==> src/rtl/bram_rd_stream.sv <==
// rtl/bram_rd_stream.sv - BRAM read sequencer emitting a valid/ready stream
// Issues reads over a programmed window, absorbs the 1-cycle BRAM latency, 2-entry output buffer.
module bram_rd_stream #(
   parameter int A_WID   = 14,
   parameter int D_WID   = 32,
   parameter bit WRAP_EN = 1'b1
) (
   input  logic             i_rdclk,
   input  logic             i_rst,
   input  logic             i_start,
   input  logic [A_WID-1:0] i_base_addr,
   input  logic [A_WID:0]   i_len,
   input  logic             i_abort,
   output logic             o_busy,
   output logic             o_done,
   output logic             o_err,
   output logic [A_WID-1:0] o_rdaddr,
   output logic             o_portb_en,
   input  logic [D_WID-1:0] i_bram_dout,
   output logic [D_WID-1:0] o_m_data,
   output logic             o_m_valid,
   output logic             o_m_last,
   input  logic             i_m_ready
);

   typedef enum logic [1:0] {S_IDLE, S_RUN, S_DRAIN} state_t;

   localparam logic [A_WID:0] MEM_WORDS = {1'b1, {A_WID{1'b0}}};

   state_t           r_state;
   logic [A_WID-1:0] r_addr;
   logic [A_WID:0]   r_issued;
   logic [A_WID:0]   r_len;
   logic             r_inflight;
   logic             r_inflight_last;
   logic             r_done;
   logic             r_err;
   logic [D_WID-1:0] r_fifo_data [2];
   logic             r_fifo_last [2];
   logic             r_wptr;
   logic             r_rptr;
   logic [1:0]       r_count;

   logic             w_pop;
   logic             w_push;
   logic [2:0]       w_occ;
   logic             w_issue;
   logic             w_issue_last;
   logic             w_abort;
   logic [A_WID+1:0] w_sum;
   logic             w_clip;
   logic [A_WID:0]   w_room;
   logic [A_WID:0]   w_len_eff;
   logic             w_head_last;

   assign w_pop       = (r_count != 2'd0) && i_m_ready;
   assign w_push      = r_inflight;
   assign w_head_last = r_fifo_last[r_rptr];

   // Occupancy after this cycle's pop, counting the word now on bram_dout.
   assign w_occ        = {1'b0, r_count} + {2'b00, r_inflight} - {2'b00, w_pop};
   assign w_issue      = (r_state == S_RUN) && (r_issued != r_len) && (w_occ < 3'd2) && !i_abort;
   assign w_issue_last = (r_issued == (r_len - 1'b1));
   assign w_abort      = i_abort && (r_state != S_IDLE);

   // Without wrap, a window past the top of memory is cut short at the last address.
   assign w_sum     = {2'b00, i_base_addr} + {1'b0, i_len};
   assign w_clip    = (WRAP_EN == 1'b0) && (w_sum > {1'b0, MEM_WORDS});
   assign w_room    = MEM_WORDS - {1'b0, i_base_addr};
   assign w_len_eff = w_clip ? w_room : i_len;

   always_ff @(posedge i_rdclk or negedge i_rst) begin
      if (!i_rst) begin
         r_state         <= S_IDLE;
         r_addr          <= '0;
         r_issued        <= '0;
         r_len           <= '0;
         r_inflight      <= 1'b0;
         r_inflight_last <= 1'b0;
         r_done          <= 1'b0;
         r_err           <= 1'b0;
         r_wptr          <= 1'b0;
         r_rptr          <= 1'b0;
         r_count         <= 2'd0;
         for (int i = 0; i < 2; i++) begin
            r_fifo_data[i] <= '0;
            r_fifo_last[i] <= 1'b0;
         end
      end else begin
         r_done          <= 1'b0;
         r_inflight      <= w_issue;
         r_inflight_last <= w_issue_last;
         if (w_issue) begin
            r_addr   <= r_addr + 1'b1;
            r_issued <= r_issued + 1'b1;
         end
         if (w_push) begin
            r_fifo_data[r_wptr] <= i_bram_dout;
            r_fifo_last[r_wptr] <= r_inflight_last;
            r_wptr              <= ~r_wptr;
         end
         if (w_pop)
            r_rptr <= ~r_rptr;
         r_count <= r_count + {1'b0, w_push} - {1'b0, w_pop};

         case (r_state)
            S_IDLE: begin
               if (i_start) begin
                  r_addr   <= i_base_addr;
                  r_issued <= '0;
                  r_len    <= w_len_eff;
                  r_err    <= w_clip;
                  if (i_len == '0)
                     r_done <= 1'b1;
                  else
                     r_state <= S_RUN;
               end
            end
            S_RUN: begin
               if (w_issue && ((r_issued + 1'b1) == r_len))
                  r_state <= S_DRAIN;
            end
            S_DRAIN: begin
               if (w_pop && w_head_last) begin
                  r_state <= S_IDLE;
                  r_done  <= 1'b1;
               end
            end
            default: r_state <= S_IDLE;
         endcase

         // Abort discards both the buffered words and the word still coming out of the BRAM.
         if (w_abort) begin
            r_state    <= S_IDLE;
            r_done     <= 1'b1;
            r_count    <= 2'd0;
            r_wptr     <= 1'b0;
            r_rptr     <= 1'b0;
            r_inflight <= 1'b0;
         end
      end
   end

   assign o_busy     = (r_state != S_IDLE);
   assign o_done     = r_done;
   assign o_err      = r_err;
   assign o_rdaddr   = r_addr;
   assign o_portb_en = w_issue;
   assign o_m_valid  = (r_count != 2'd0);
   assign o_m_data   = r_fifo_data[r_rptr];
   assign o_m_last   = o_m_valid && w_head_last;

endmodule

==> config.mk <==
export PLATFORM = sky130hd
export DESIGN_NAME = bram_rd_stream
export DESIGN_NICKNAME = d
export VERILOG_FILES = /design/src/rtl/bram_rd_stream.sv
export SDC_FILE = /design/constraint.sdc
export NUM_CORES = 1
export LEC_CHECK = 0
export ABC_CLOCK_PERIOD_IN_PS = 2900
export CORE_MARGIN = 1
export CORE_UTILIZATION = 58
export DETAILED_ROUTE_END_ITERATION = 7
export DONT_BUFFER_PORTS = 1
export GPL_ROUTABILITY_DRIVEN = 0
export PLACE_DENSITY_LB_ADDON = 0.2
export SETUP_SLACK_MARGIN = 0.3
export SYNTH_ARGS = -nofsm -noshare
export SYNTH_HDL_FRONTEND = slang
export SYNTH_SLANG_ARGS = --single-unit
==> constraint.sdc <==
create_clock -name i_rdclk -period 2.9 [get_ports i_rdclk]
set_clock_uncertainty 0.15 [all_clocks]
set_input_delay 0.29 -clock i_rdclk [delete_from_list [all_inputs] [get_ports i_rdclk]]
set_output_delay 0.29 -clock i_rdclk [all_outputs]
set_load 0.02 [all_outputs]
======== After elaboration in Yosys (flattened, before gate mapping) ========
Cells that the tools add are included.
storage, ports and cells
  output and inout port bits .............. 52
  word-level logic and storage cells ...... 91
  input port bits ......................... 66
  flip-flop bits (word level) ............. 119
operators by class
  eq/ne operators ......................... 9
  reductions and logical operators ........ 18
  bitwise operators ....................... 4
  mux-type cells .......................... 35
  $lt $le $gt $ge ......................... 4
  $add $sub $neg .......................... 7
operator list
  kind                     count
  $mux W32                 4
  $bwmux W64               1
  $mux W15                 3
  $mux W14                 3
  $demux W32 S1            1
  $eq A15 B15 Y1           2
  $add A15 B1 Y15 const B  1
  $logic_not A15 Y1        1
  $ne A15 B15 Y1           1
  $sub A15 B1 Y15 const B  1
  $add A14 B1 Y14 const B  1
  $mux W1                  13
  $mux W2                  6
  $logic_and A1 B1 Y1      9
  $ne A3 B3 Y1 const B     3
  $reduce_bool A2 Y1       4
  $pmux W2 S3              1
  $ge A2 B2 Y1 const B     2
  $not A1 Y2               2
  $reduce_and A4 Y1        1
  $add A2 B1 Y3            1
  $lt A3 B2 Y1 const B     1
  $ne A3 B2 Y1 const B     1
  $sub A3 B1 Y3            1
  12 further kinds         13

======== Depth between registers and ports, before layout ========
  depth after elaboration ................. 10
  depth in mapped cells ................... 14
  mapped depth without buffers ............ 13

======== Worst setup path after synthesis ========
Ideal clock, no wire load.
  path type ............................... register -> register
  start ................................... reg r_count[1]
  end ..................................... reg r_addr[7], in the netlist o_rdaddr[7]
  clock period less this slack ............ 3.167 ns
  arrival ................................. 2.893 ns
  path buffers ............................ 1
  library setup time ...................... 0.124 ns
  cell stages (with the launch flop) ...... 14
  path slack .............................. -0.267 ns
  required time ........................... 2.626 ns
  cells stage by stage .................... dfrtp_1 > o21ai_0 > inv_1 > ha_1 > inv_1 > ha_1 > inv_1 > fa_1 > xnor2_1 > nand3_1 > a21o_2 > buf_4 > o311a_1 > a211o_1
on the way
  word-level cells in the longest chain between the ends .. 9
  elaborated cells on any way between the ends .. 10
  those cells by class .................... 2 x add/sub; 1 x order compare; 3 x mux; 4 x reduce/logical
ends and longest elaborated chain
  item                                                                   line  source
  start, declared                                                        42    logic [1:0] r_count;
  start signal, assigned                                                 104   r_count <= r_count + {1'b0, w_push} - {1'b0, w_pop};
  parallel branches: the longest is 2 deep, another holds $add A2 B1 Y3  n/a
  $sub A3 B1 Y3 (*)                                                      61    assign w_occ = {1'b0, r_count} + {2'b00, r_inflight} - {2'b00, w_pop};
  $lt A3 B2 Y1 (*)                                                       62    assign w_issue = (r_state == S_RUN) && (r_issued != r_len) && (w_occ < 3'd2) && !i_abort;
  $logic_and A1 B1 Y1 (*) (2 in series)                                  62
  $mux W14 (*)                                                           93    if (w_issue) begin
  $mux W14                                                               108   if (i_start) begin
  $mux W14 (*)                                                           106   case (r_state)
  end signal, assigned                                                   94    r_addr <= r_addr + 1'b1;
  end signal, assigned                                                   109   r_addr <= i_base_addr;
  end, declared                                                          31    logic [A_WID-1:0] r_addr;
Every way passes the cells marked *.
A chain may end at the register's enable or synchronous reset.

======== Worst setup path in the final report ========
  start ................................... reg r_count[0]
  end ..................................... out o_portb_en
on the way
  word-level cells in the longest chain between the ends .. 6
  elaborated cells on any way between the ends .. 7
  those cells by class .................... 2 x add/sub; 1 x order compare; 4 x reduce/logical
ends and longest elaborated chain
  item                                                                   line  source
  parallel branches: the longest is 2 deep, another holds $add A2 B1 Y3  n/a
  $sub A3 B1 Y3 (*)                                                      61
  $lt A3 B2 Y1 (*)                                                       62
  $logic_and A1 B1 Y1 (*) (2 in series)                                  62
  end, declared                                                          18    output logic o_portb_en,
Marked as above.

==> results.cfg <==
[synthesis]
synth.most_common_cell = dfrtp_1
synth-seq-cells = 119
ys_seq_area_share_pct = 44.6
synth-simple-area-share_pct = 16.5
synthesis.nets = 718
ys.flop_type = dfrtp_1
synth_compound_gate_area_share_pct = 9.75
synthesis.area_mm2 = 0.00667
ys_warn_count = 0
synth-edff-count = 0
yosysTopAreaCell = dfrtp_1
async_flop_share_pct = 100
synth_top_family_by_area = multiplexers
synth.distinct_cells = 62
synth_commonest_cells = dfrtp_1 (119), mux2_2 (99), nand2_1 (67)
syn_inst = 646
yosys.area.top_type_share_pct = 44.6
syn_area_per_cell_um2 = 10.3
synthAdderAreaFrac_pct = 1.24
yosys.area_share.xor_xnor_pct = 5.98
synthMuxAreaShare_pct = 17.3
netlist_top_cells_area = dfrtp_1 (45%), mux2_2 (17%), xnor2_1 (3.9%)

[global_route]
grt_usage_pct = 31.6
grt_pass1_wl_mm = 28.2
grt_max_degree = 120
antenna_found_initial = 0
grt_pass1_vias = 5568
overflow = 0

[sta]
rsz0062_at_grt = true
setup_slack_ns = -0.192
timing.slew.headroom_pct = 54.4
fmax_mhz = 323
period_share_pct = 107
worst_hold_slack_ns = -0.585
drv_slew = 0
min_period_ns = 3.09
final_hold_viol_count = 119
tightest_slew_ns = 0.677
setup_violations = 25

[clock_tree]
cts_num_sinks = 119
cts-root-buf = clkbuf_16
numCtsBuffers = 17
clk_latency_ns = 0.42
clk_pin_slew_ns = 0.05
hold_buffers = 64
htree_num_levels = 4
tritoncts = yes
cts.path.max_buffers = 2

[detailed_routing]
route.vias.total = 5556
wl_per_cell_um = 21.1
drt_pass1_iterations = 6
antenna_left = 0
drtIter0Drc = 554
drc = 0
routed_wl_mm = 18.5
vias_per_cell = 6.34

[status]
violations = negative hold slack, negative setup slack
status = finished, violations left

[pwr]
powerDensity_mw_per_mm2 = 1100
peakVddDrop_uv = 846
power.leakage_nw = 3.44

[floorplanning]
die_w_um = 109
design.core.area_mm2 = 0.0110
pin_count = 118
dieArea_mm2 = 0.0119
die_h_um = 109
start_util_pct = 60.5
placementRows = 38

[layout]
final_util_pct = 76.5
multi_input_comb_area_mm2 = 0.00367
num-fill-cells = 699
layout-drive-gt1-share_pct = 31.1
final_net_count = 796
final-instance-count-excl-fill = 876
n_antenna_cell = 0
syn_to_final_growth_pct = 26.5
seq_area_mm2 = 0.00298

[critical_path]
path_common_cell = inv_1
worstSetupPathType = flip-flop to output port
cp_slowest_cell = fa_2
crit_required_ns = 2.46
crit_path_max_incr_delay_ns = 0.56
crit_path_max_fanout = 3
cp-start-kind = flip-flop
cp.arrival_ns = 2.65
crit_chain = o21ai_2, inv_1, ha_1, inv_1, ha_2, inv_2, fa_2, nand3_4, a21o_4, clkinvlp_4, buf_6
crit_path_end_kind = output port

[placed_design]
place_hpwl_mm = 11.0
dp_slack_ns = -0.165
place_inst = 767
port_buffers = 0

[worst_hold_path]
hold_path.class = input pin to asynchronous set/reset pin

[flow_run]
drv_cap = 0
metal layers:
layer  up-vias  GRT usage [%]  part of all wire, %
met5         -              0                    0
met4         0           11.2                  2.1
met3        37           8.67                  8.9
met2       295           53.3                   50
met1      2749           38.8                   39
li1       2475              -                    -
state kept, by name (all words and copies together), names as in the netlist:
signal	count
o_done	1
o_rdaddr	14
r_count	2
r_fifo_data	64
r_fifo_last	2
r_inflight	1
r_inflight_last	1
r_issued	15
r_len	15
r_rptr	1
r_state	2
r_wptr	1
stage by stage:
step / instance area, um^2 / TNS [ns] / total power, mW
after floorplan: 6710 / -0.437 / 5.92
after global placement: 6870 / -0.490 / 6.53
after detailed placement: 6870 / -2.05 / 6.68
after CTS: 8220 / -2.05 / 8.95
after global routing: 8440 / -6.08 / 9.74
final: 8440 / -2.52 / 9.26
what timing repair did:
action                                  CTS  global route
endpoints found under the setup margin   33            34
hold endpoints to repair                217           119
cloned                                    1             1
gates resized for setup                  17            43
setup buffers                             8             4
pin swaps                                15            13
placed cells by master, fill, tap and decap left out, drive strengths merged, types with 10 or more instances in the layout:
cell type    Yosys  final
inv             22     21
nand3           20     20
o31ai           10     10
nand2           67     67
o21ai           27     27
a21oi           22     22
xor2            12     12
xnor2           31     31
or3             11     11
nor3            15     15
or4             12     12
clkbuf          20     24
dfrtp          119    119
buf             26     39
dlygate4sd3      0     64
nor2            32     32
nor4            15     15
mux2            99     99
report_power, final:
| group | total [mW] | internal, mW | switching, mW |
|---|---|---|---|
| logic | 4.08 | 1.85 | 2.23 |
| registers | 3.14 | 2.37 | 0.770 |
| clock network | 2.03 | 1.26 | 0.773 |
| total | 9.26 | 5.48 | 3.77 |
worst paths after layout:
path / start / end / slack (ns) / depth (start not counted)
min in group i_rdclk: i_m_ready / r_rptr / 0.06 / 4
worst min-delay path: i_rst / r_fifo_data[36] / -0.59 / 0
worst max register to register: r_count[0] / r_issued[12] / -0.17 / 12
max in group asynchronous: i_rst / r_issued[5] / 3.02 / 0
worst min register to register: r_fifo_data[10] / r_fifo_data[10] / 0.35 / 1
worst max-delay path: r_count[0] / o_portb_en / -0.19 / 11
logic make-up (layout without fill, tap and decap cells):
family | after synthesis | after routing
other | 1 | 1
flip-flops | 119 | 119
XOR/XNOR | 43 | 43
buffers and inverters | 68 | 156
adder cells (fa/ha/maj) | 6 | 6
AO/OA/AOI/OAI | 99 | 101
multiplexers | 103 | 103
AND/OR/NAND/NOR | 207 | 207
worst max-delay path: cells and delay by family (launching register included):
kind / cells / cell delay, ns
buf+inv: 5 / 0.36
flops: 1 / 0.39
simple gates: 1 / 0.10
compound gates: 2 / 0.38
fa+ha+maj: 3 / 1.00
final cells by class:
class,count,area share [%]
Clock buffer,24,5.83
Sequential cell,119,35.3
Timing Repair Buffer,103,11.4
Inverter,22,1.02
Clock inverter,7,0.830
Tap cell,140,2.08
Multi-Input combinational cell,461,43.5
Note: power is estimated with default switching activity, not from simulation.
